[src/rtl/i2c_mon_pkg.sv]
// Types shared by the I2C multi-bus monitor: record kinds, the record layout
// and the per-bus decoder state.
package i2c_mon_pkg;
  localparam int MON_MAX_BUSES = 16;
  localparam int MON_BUS_W     = 4;

  typedef enum logic [1:0] {MON_START, MON_RSTART, MON_STOP, MON_BYTE} mon_kind_t;

  typedef struct packed {
    logic [MON_BUS_W-1:0] bus;
    mon_kind_t            kind;
    logic [7:0]           data;
    logic                 ack;
  } mon_rec_t;

  typedef enum logic {ST_IDLE, ST_ACTIVE} mon_state_t;
endpackage

[src/rtl/i2c_mon_filter.sv]
// Two-flop synchroniser plus FILTER_LEN-sample agreement filter for one
// open-drain line; the output idles high.
module i2c_mon_filter #(
  parameter int FILTER_LEN = 3
) (
  input  logic clk_i,
  input  logic rst_i,
  input  logic in_i,
  output logic out_o
);
  logic       sync1_q, sync2_q;
  logic       filt_q, filt_d;
  logic [3:0] cnt_q, cnt_d;

  // cnt_q counts consecutive synchronised samples that disagree with the output
  always_comb begin
    filt_d = filt_q;
    cnt_d  = '0;
    if (sync2_q != filt_q) begin
      if (cnt_q == 4'(FILTER_LEN - 1)) filt_d = sync2_q;
      else                             cnt_d  = cnt_q + 4'd1;
    end
  end

  always_ff @(posedge clk_i or posedge rst_i) begin
    if (rst_i) begin
      sync1_q <= 1'b1;
      sync2_q <= 1'b1;
      filt_q  <= 1'b1;
      cnt_q   <= '0;
    end else begin
      sync1_q <= in_i;
      sync2_q <= sync1_q;
      filt_q  <= filt_d;
      cnt_q   <= cnt_d;
    end
  end

  assign out_o = filt_q;
endmodule

[src/rtl/i2c_multibus_monitor.sv]
// Passive monitor for NUM_BUSES I2C buses: per-bus START/STOP/byte decode,
// one pending slot per bus, round-robin merge into a shared record FIFO.
//   state     | meaning
//   ST_IDLE   | no transaction open; SCL edges and STOP ignored
//   ST_ACTIVE | inside a transaction; bit_q counts 0..8 within the current byte
module i2c_multibus_monitor
  import i2c_mon_pkg::*;
#(
  parameter int  NUM_BUSES  = 4,
  parameter int  FILTER_LEN = 3,
  parameter int  FIFO_DEPTH = 16,
  parameter int  CNT_W      = 16,
  localparam int BUS_W      = (NUM_BUSES > 1) ? $clog2(NUM_BUSES) : 1
) (
  input  logic                 clk_i,
  input  logic                 rst_i,
  input  logic [NUM_BUSES-1:0] scl_i,
  input  logic [NUM_BUSES-1:0] sda_i,
  input  logic                 clear_i,
  output logic                 rec_valid_o,
  input  logic                 rec_ready_i,
  output logic [BUS_W-1:0]     rec_bus_o,
  output logic [1:0]           rec_kind_o,
  output logic [7:0]           rec_data_o,
  output logic                 rec_ack_o,
  output logic                 overflow_o,
  output logic [CNT_W-1:0]     drop_count_o
);
  localparam int PTR_W = $clog2(FIFO_DEPTH);

  logic [NUM_BUSES-1:0] scl_f, sda_f, scl_p_q, sda_p_q;
  mon_state_t           state_q [NUM_BUSES];
  mon_state_t           state_d [NUM_BUSES];
  logic [3:0]           bit_q   [NUM_BUSES];
  logic [3:0]           bit_d   [NUM_BUSES];
  logic [7:0]           shift_q [NUM_BUSES];
  logic [7:0]           shift_d [NUM_BUSES];
  mon_rec_t             slot_q  [NUM_BUSES];
  mon_rec_t             slot_d  [NUM_BUSES];
  logic [NUM_BUSES-1:0] slot_full_q, slot_full_d;
  logic [BUS_W-1:0]     rr_q, rr_d, grant_idx;
  logic                 push, pop;
  mon_rec_t             mem_q [FIFO_DEPTH];
  mon_rec_t             head;
  logic [PTR_W-1:0]     wr_q, wr_d, rd_q, rd_d;
  logic [PTR_W:0]       count_q, count_d;
  logic [4:0]           ndrop;
  logic [CNT_W+4:0]     drop_sum;
  logic                 overflow_q, overflow_d;
  logic [CNT_W-1:0]     drop_q, drop_d;

  for (genvar g = 0; g < NUM_BUSES; g++) begin : g_bus
    i2c_mon_filter #(.FILTER_LEN(FILTER_LEN)) u_scl (
      .clk_i(clk_i), .rst_i(rst_i), .in_i(scl_i[g]), .out_o(scl_f[g]));
    i2c_mon_filter #(.FILTER_LEN(FILTER_LEN)) u_sda (
      .clk_i(clk_i), .rst_i(rst_i), .in_i(sda_i[g]), .out_o(sda_f[g]));
  end

  // rr_q holds the first index to search, i.e. one past the last grant
  always_comb begin
    int idx;
    idx       = 0;
    pop       = (count_q != '0) && rec_ready_i;
    push      = 1'b0;
    grant_idx = '0;
    if ((count_q != (PTR_W+1)'(FIFO_DEPTH)) || pop) begin
      for (int i = 0; i < NUM_BUSES; i++) begin
        idx = (int'(rr_q) + i) % NUM_BUSES;
        if (!push && slot_full_q[BUS_W'(idx)]) begin
          push      = 1'b1;
          grant_idx = BUS_W'(idx);
        end
      end
    end
    rr_d    = push ? BUS_W'((int'(grant_idx) + 1) % NUM_BUSES) : rr_q;
    wr_d    = push ? wr_q + 1'b1 : wr_q;
    rd_d    = pop ? rd_q + 1'b1 : rd_q;
    count_d = count_q + (PTR_W+1)'(push) - (PTR_W+1)'(pop);
  end

  always_comb begin
    mon_rec_t ev_rec;
    logic     ev, scl_rise, start_c, stop_c;
    ev_rec = '0;
    ev     = 1'b0;
    ndrop  = '0;
    for (int b = 0; b < NUM_BUSES; b++) begin
      state_d[b]     = state_q[b];
      bit_d[b]       = bit_q[b];
      shift_d[b]     = shift_q[b];
      slot_d[b]      = slot_q[b];
      slot_full_d[b] = slot_full_q[b] && !(push && int'(grant_idx) == b);
      scl_rise = scl_f[b] & ~scl_p_q[b];
      start_c  = scl_f[b] & scl_p_q[b] & sda_p_q[b] & ~sda_f[b];
      stop_c   = scl_f[b] & scl_p_q[b] & ~sda_p_q[b] & sda_f[b];
      ev       = 1'b0;
      ev_rec   = '{bus: MON_BUS_W'(b), kind: MON_START, data: 8'h00, ack: 1'b0};
      if (start_c) begin
        ev          = 1'b1;
        ev_rec.kind = (state_q[b] == ST_ACTIVE) ? MON_RSTART : MON_START;
        state_d[b]  = ST_ACTIVE;
        bit_d[b]    = '0;
        shift_d[b]  = '0;
      end else if (stop_c && state_q[b] == ST_ACTIVE) begin
        ev          = 1'b1;
        ev_rec.kind = MON_STOP;
        state_d[b]  = ST_IDLE;
        bit_d[b]    = '0;
      end else if (scl_rise && state_q[b] == ST_ACTIVE) begin
        if (bit_q[b] == 4'd8) begin
          ev          = 1'b1;
          ev_rec.kind = MON_BYTE;
          ev_rec.data = shift_q[b];
          ev_rec.ack  = sda_f[b];
          bit_d[b]    = '0;
        end else begin
          shift_d[b] = {shift_q[b][6:0], sda_f[b]};
          bit_d[b]   = bit_q[b] + 4'd1;
        end
      end
      if (ev) begin
        if (!slot_full_d[b]) begin
          slot_full_d[b] = 1'b1;
          slot_d[b]      = ev_rec;
        end else begin
          ndrop = ndrop + 5'd1;
        end
      end
    end
  end

  always_comb begin
    drop_sum   = {5'b0, (clear_i ? {CNT_W{1'b0}} : drop_q)} + {{CNT_W{1'b0}}, ndrop};
    drop_d     = (drop_sum > {5'b0, {CNT_W{1'b1}}}) ? {CNT_W{1'b1}} : drop_sum[CNT_W-1:0];
    overflow_d = (overflow_q && !clear_i) || (ndrop != '0);
  end

  always_ff @(posedge clk_i or posedge rst_i) begin
    if (rst_i) begin
      scl_p_q     <= '1;
      sda_p_q     <= '1;
      slot_full_q <= '0;
      for (int b = 0; b < NUM_BUSES; b++) begin
        state_q[b] <= ST_IDLE;
        bit_q[b]   <= '0;
        shift_q[b] <= '0;
        slot_q[b]  <= '0;
      end
      rr_q       <= '0;
      wr_q       <= '0;
      rd_q       <= '0;
      count_q    <= '0;
      overflow_q <= 1'b0;
      drop_q     <= '0;
    end else begin
      scl_p_q     <= scl_f;
      sda_p_q     <= sda_f;
      slot_full_q <= slot_full_d;
      state_q     <= state_d;
      bit_q       <= bit_d;
      shift_q     <= shift_d;
      slot_q      <= slot_d;
      rr_q        <= rr_d;
      wr_q        <= wr_d;
      rd_q        <= rd_d;
      count_q     <= count_d;
      overflow_q  <= overflow_d;
      drop_q      <= drop_d;
    end
  end

  always_ff @(posedge clk_i) begin
    if (push) mem_q[wr_q] <= slot_q[grant_idx];
  end

  // Record fields are forced to zero while the FIFO is empty so stale entries never show
  assign head         = mem_q[rd_q];
  assign rec_valid_o  = (count_q != '0);
  assign rec_bus_o    = rec_valid_o ? BUS_W'(head.bus) : '0;
  assign rec_kind_o   = rec_valid_o ? 2'(head.kind) : 2'b00;
  assign rec_data_o   = rec_valid_o ? head.data : 8'h00;
  assign rec_ack_o    = rec_valid_o & head.ack;
  assign overflow_o   = overflow_q;
  assign drop_count_o = drop_q;
endmodule
[config.mk]
export PLATFORM = sky130hd
export DESIGN_NAME = i2c_multibus_monitor
export DESIGN_NICKNAME = d
export VERILOG_FILES = /design/src/rtl/i2c_mon_pkg.sv /design/src/rtl/i2c_mon_filter.sv /design/src/rtl/i2c_multibus_monitor.sv
export SDC_FILE = /design/constraint.sdc
export NUM_CORES = 1
export LEC_CHECK = 0
export BUFFER_PORTS_ARGS = -buffer_cell sky130_fd_sc_hd__buf_2
export CAP_MARGIN = 10
export CORE_UTILIZATION = 60
export DETAILED_ROUTE_END_ITERATION = 7
export GPL_TIMING_DRIVEN = 0
export HOLD_SLACK_MARGIN = 0.15
export PLACE_DENSITY = 0.75
export SLEW_MARGIN = 30
export SYNTH_ARGS = -nofsm -noshare
export SYNTH_HDL_FRONTEND = slang
export SYNTH_HIERARCHICAL = 1
export SYNTH_SLANG_ARGS = --single-unit
[constraint.sdc]
create_clock -name clk_i -period 7.3 [get_ports clk_i]
set_clock_uncertainty 0.15 [all_clocks]
set_input_delay 1.46 -clock clk_i [delete_from_list [all_inputs] [get_ports clk_i]]
set_output_delay 1.46 -clock clk_i [all_outputs]
set_load 0.005 [all_outputs]
==> metrics.txt, run 1 <==
outcome=completed; CTS tree=yes; Die ar.=29900 sq um; slowest cell on the critical path=a221oi_4; ys flop type=edfxtp_1; Final Non-Filler Cells=1693; initial antenna violation count=1; clock latency on the worst-skew pair=540 ps; top-count cell post-synth=edfxtp_1; cell area after placement=18300 sq um; Die H=173 microns; total track usage=23.7%; clk slew on worst S/H paths=60 ps; # Max-Cap Violations=0; syn nets=1249; CTS Buffer Depth=3; Rows=62; final worst slack=489 ps; Die X=173 microns; final hold violations=0; Total Wirelength=34100 microns; Seq cells post-synth=407; via count=9866; fillers=1985; Yosys top cell area share=35.7%; synthesized area per cell=14.7 sq um; synth top area cells=edfxtp_1 36%, dfrtp_1 24%, mux4_2 8.4%; routed vias/inst=5.83; first-pass GRT wire length=54500 microns; CTS H-tree depth=2; worst-path fanout max=11; Final Wtd Congestion=0.799; commonest cells in the netlist=208 x edfxtp_1, 167 x dfrtp_1, 103 x nor2_1; Routed WL per cell=20.1 microns; CTS root buffer=clkbuf_16; total iterations of the first detailed-routing run=5; dpl cells=1616; Top-Level Pins=43; Starting Density=61.0%; share of post-route cells with drive strength above 1=19.9%; largest net degree at the start of global routing=81; RSZ-0062 raised after global routing=no; Synth cell types=62; # diodes=0; CTS sink count=407; Area growth syn-to-layout=12.3%; nets@finish=1336; pins over their slew limit=0; Rel. slew slack=30.9%; Power Total=7.94 mW; DRT iter0 DRCs=632; Final ANT Viol Nets=0; Fmax=147 MHz; Critical Path RT=7530 ps; max incr delay on CP=450 ps; Post-Syn Area=17500 sq um; Post-synth ARST share=48.9%; DP Worst Slack=-252 ps; LEAKAGE=8.25 nW; Port Buf Inserts=42; yosys warns=6; Cells after Synth=1189; worst min-delay path category=reg -> reg; crit path DAT=7040 ps; Post CTS Setup Buffer Count=0; CP dominant cell by count=ha_1; Setup CP Type=in -> reg; DRC viols=0; minimum clock period=6810 ps; period utilization=93.3%; final setup fails=0; largest area contributor in the netlist=edfxtp_1; Final Instance Area=19700 sq um; number of CTS-inserted buffers=42; Peak VDD IR=0.000224 V; Core ar.=28700 sq um; DPL Wire Length=22100 microns; sequential element share of the synthesized area=64.4%; number of enable flip-flop cells after synthesis=208; actual slew at the worst max-slew pin=1040 ps; startpoint types=primary input; vias in the first global route=9893; Worst setup EP type=flip-flop; power per cell area=404 nW/um^2; GRT overflow=0
==> registers in the layout, indices dropped and copies added (netlist names), 5 cells and up <==
register and cells:
mem_q 208, g_bus.u_sda/cnt_q 16, slot_q 47, bit_q 16
g_bus.u_scl/cnt_q 16, drop_count_o 16, shift_q 32, count_q 5
==> layout by cell type (no fill, tap or decap), types with 4 or more instances in the layout <==
cell type / n
and2_1: 9
nor2_1: 101
buf_1: 4
dfrtp_1: 167
clkbuf_1: 35
ha_1: 46
nand4_1: 6
or3_1: 5
edfxtp_1: 208
clkbuf_8: 6
buf_2: 50
mux2i_2: 11
nand2b_1: 13
clkbuf_16: 44
and3_1: 8
a22o_1: 33
mux4_2: 65
a21oi_1: 27
nor2_2: 10
nand3_1: 21
and3b_1: 4
inv_1: 52
a21o_1: 17
nor3_1: 7
nor2b_1: 31
clkinv_2: 7
dfstp_2: 32
mux2i_1: 53
xnor2_1: 32
o21ai_0: 43
and4_1: 4
o31ai_1: 5
nand3b_1: 10
mux2_4: 8
xor2_1: 13
nand2_1: 63
==> metrics by stage <==
stage / hold slack, ps / utilization [%] / TNS, ps
5_1_grt: 197 / 68.5 / 0
6_report: 198 / 68.5 / 0
2_1_floorplan: 195 / - / 0
3_5_place_dp: 197 / 63.6 / -2560
3_3_place_gp: 196 / 63.4 / -1130
4_1_cts: 201 / 68.4 / 0
==> layer usage <==
metal  wire length, microns  GRT usage, %  part of all wire [%]
met5                     13             0                 0.038
met4                   1170          8.78                   3.4
met3                   1450          3.43                   4.3
met2                  17300          40.5                    51
met1                  14200          31.2                    42
==> layout make-up <==
cell class,instances,area [sq um],share of cell area (%)
buffer,37,164,0.834
clock buffer,63,1230,6.27
clock inverter,14,144,0.732
inverter,54,210,1.07
multi-input combinational,691,5920,30.1
sequential,407,11300,57.3
tap,384,480,2.45
timing repair buffer,43,238,1.21
==> cell families after synthesis <==
family | synth area share, %
buffers and inverters | 2.09
AO/OA/AOI/OAI | 6.18
AND/OR/NAND/NOR | 8.74
flip-flops | 64.4
XOR/XNOR | 2.25
adder cells (fa/ha/maj) | 3.52
multiplexers | 12.8
==> report_power, final <==
part	internal [mW]	switching [mW]
sequential	3.03	0.312
combinational	1.10	1.39
clock	1.24	0.857
total	5.38	2.56
==> worst max-delay path, delay by kind of cell <==
kind | cells | cell delay [ps]
fa+ha+maj | 5 | 1320
buf+inv | 6 | 1190
compound gates | 8 | 1700
simple gates | 7 | 1370
==> path summary, 6_finish.rpt <==
kind                                   startpoint                       to  slack, ps  cells after the start
setup / recovery                      rec_ready_i         drop_count_o[10]        490                     26
setup reg to reg                       count_q[3]         drop_count_o[10]        730                     28
hold reg to reg            g_bus[0].u_sda/sync1_q   g_bus[0].u_sda/sync2_q        200                      0
max in group asynchronous                   rst_i               scl_p_q[3]       5300                      3
min in group asynchronous                   rst_i  g_bus[1].u_scl/cnt_q[1]        840                      2
hold / removal             g_bus[0].u_sda/sync1_q   g_bus[0].u_sda/sync2_q        200                      0
==> what timing repair did <==
item                                    in CTS  in global routing
hold endpoints to repair                     0                  0
endpoints found under the setup margin       0                 12
gates resized for setup                      0                  1
hold buffers                                 0                  0
Power figures use the tool's default switching activity.
==> inputs of run 2 (changes only) <==
Settings changed: BUFFER_PORTS_ARGS -buffer_cell sky130_fd_sc_hd__buf_2 to not set, CORE_UTILIZATION 60 to 44, DONT_BUFFER_PORTS set to 1, PLACE_DENSITY 0.75 to 0.57.
==> run 2 against run 1 <==
Via count is 3.3% lower. Clock-buffer cell count is 3 higher. Critical path depth stayed put. Largest cell class unchanged. Cell count is 5.9% higher. Routed wire length is 2.8% higher. Largest power group unchanged. Sequential power hardly changed. Fmax is 1.4% higher. Highest routed layer is now met4. Critical path type unchanged. Flip-flop and latch count stayed put. Worst setup slack better by 91 ps.
==> metrics.txt, run 2 (same netlist as run 1, synthesis figures left out) <==
outcome=completed; Worst setup EP type=flip-flop; total iterations of the first detailed-routing run=5 (unchanged); clk slew on worst S/H paths=60 ps (about the same); Seq pwr share=41.8% (-0.4 points); Top-Level Pins=43 (unchanged); CTS sink count=407 (unchanged); Routed WL per cell=19.5 microns (-2.9%); Final Instance Area=19700 sq um (+0.34%); final hold violations=0 (unchanged); Die H=201 microns (+17%); Clk pwr share=27.9% (+1.4 points); DRC viols=0 (unchanged); DPL Wire Length=23300 microns (+5.7%); Starting Density=45.0% (-16 points); CP dominant cell by count=ha_1; commonest non-fill, non-tap cells in the layout=208 x edfxtp_1, 167 x dfrtp_1, 101 x nor2_1; Peak VDD IR=0.000239 V (+6.8%); most flop-heavy register=mem_q; max reg flops=208 (unchanged); # Max-Cap Violations=0 (unchanged); share of post-route cells with drive strength above 1=17.5% (-2.4 points); Internal=5.41 mW (+0.53%); Power Total=7.99 mW (+0.66%); worst min-delay path category=reg -> reg; initial antenna violation count=0 (-1); Final Wtd Congestion=0.804 (+0.64%); Fmax=149 MHz (+1.4%); via count=9537 (-3.3%); max incr delay on CP=380 ps (-70 ps); crit path DAT=6970 ps (-70 ps); # diodes=0 (unchanged); Die X=201 microns (+17%); LEAKAGE=8.11 nW (-1.7%); Core ar.=38900 sq um (+36%); total track usage=17.9% (-5.8 points); nets@finish=1298 (-2.8%); final worst slack=580 ps (+91.1 ps); actual slew at the worst max-slew pin=933 ps (-104 ps); number of CTS-inserted buffers=45 (+7.1%); switching share of total power=32.3% (+0.088 points); Critical Path RT=7550 ps (+20 ps); Port Buf Inserts=0 (-100%); Die ar.=40600 sq um (+36%); slowest cell on the critical path=clkbuf_1; first-pass GRT wire length=56700 microns (+4.2%); routed vias/inst=5.32 (-8.7%); CTS tree=yes; DRT iter0 DRCs=475 (-25%); P_sw=2.58 mW (+0.94%); startpoint types=primary input; DP Worst Slack=-175 ps (+76.9 ps); minimum clock period=6720 ps (-91.1 ps); CTS root buffer=clkbuf_16; Post CTS Setup Buffer Count=0 (unchanged); Largest regs=mem_q: 208 flops, slot_q: 47 flops, shift_q: 32 flops; combinational share of power=30.3% (-1.1 points); period utilization=92.1% (-1.2 points); Rows=72 (+16%); pins over their slew limit=0 (unchanged); CTS Buffer Depth=3 (unchanged); power per cell area=405 nW/um^2 (+0.33%); Hold Buf Count CTS=0 (unchanged); Final ANT Viol Nets=0 (unchanged); vias in the first global route=9953 (+0.61%); clock latency on the worst-skew pair=550 ps (about the same); Area growth syn-to-layout=12.7%; cell area after placement=18200 sq um (-0.20%); post-cts resize count=0 (unchanged); Setup CP Type=in -> reg; GRT overflow=0 (unchanged); Rel. slew slack=36.6% (+5.7 points); TNS Setup=0 ps (unchanged); worst-path fanout max=11 (unchanged); CTS H-tree depth=2 (unchanged); leading cell type in the layout, fill and taps excluded=edfxtp_1; final setup fails=0 (unchanged); fillers=3359 (+69%); RSZ-0062 raised after global routing=no; Total Wirelength=35000 microns (+2.8%); largest net degree at the start of global routing=77 (-4.9%)
-- run 2: cell types whose count changed in the layout (fill, tap and decap cells not counted), moves of 3 or more --
cell / delta
buf_2: -41
clkbuf_8: -3
clkbuf_16: +3
clkinv_2: +3
clkbuf_1: +3
-- run 2: power groups by stage --
stage / sequential [mW] / clock, mW / combinational, mW
2_1_floorplan: 3.29 / 0 / 1.84
3_3_place_gp: 3.37 / 0 / 2.40
3_5_place_dp: 3.39 / 0 / 2.46
4_1_cts: 3.35 / 2.28 / 2.47
5_1_grt: 3.40 / 2.37 / 2.69
6_report: 3.34 / 2.23 / 2.42
-- run 2: layout make-up --
type                            instances  area [sq um]  share of cell area [%]
Sequential cell                       407         11300                    57.1
Buffer                                 37           165                   0.838
Multi-Input combinational cell        691          5920                    30.0
Inverter                               54           210                    1.07
Timing Repair Buffer                    2          42.5                   0.216
Tap cell                              518           648                    3.29
Clock buffer                           66          1280                    6.48
Clock inverter                         18           184                   0.933
-- run 2: per-stage QoR --
stage,util (%),hold WS (ps),std cells
floorplan,-,195,1189
global placement,46.6,196,1707
detailed placement,46.8,197,1708
CTS,50.6,205,1792
global route,50.7,209,1793
finish,50.7,204,1793
-- run 2: per-layer routing --
metal  track usage [%]  vias to the layer above  wire [microns]
li1                  -                     4475               -
met5                 0                        -               0
met1              24.5                     4879           15800
met4              4.36                        0             554
met2              30.3                      141           17500
met3              2.66                       42            1160
-- run 2: worst paths after layout --
check	slack [ps]	from	end	depth (start not counted)
setup / recovery	580	rec_ready_i	drop_count_o[7]	26
hold / removal	200	g_bus[0].u_sda/sync1_q	g_bus[0].u_sda/sync2_q	0
setup reg to reg	700	count_q[3]	drop_count_o[7]	28
hold reg to reg	200	g_bus[0].u_sda/sync1_q	g_bus[0].u_sda/sync2_q	0
max in group asynchronous	5590	rst_i	scl_p_q[0]	2
min in group asynchronous	570	rst_i	g_bus[3].u_scl/cnt_q[2]	1
-- run 2: worst max-delay path, delay by kind of cell --
kind,cells,cell delay (ps)
buf+inv,6,1120
fa+ha+maj,5,1330
compound gates,8,1490
simple gates,7,1550
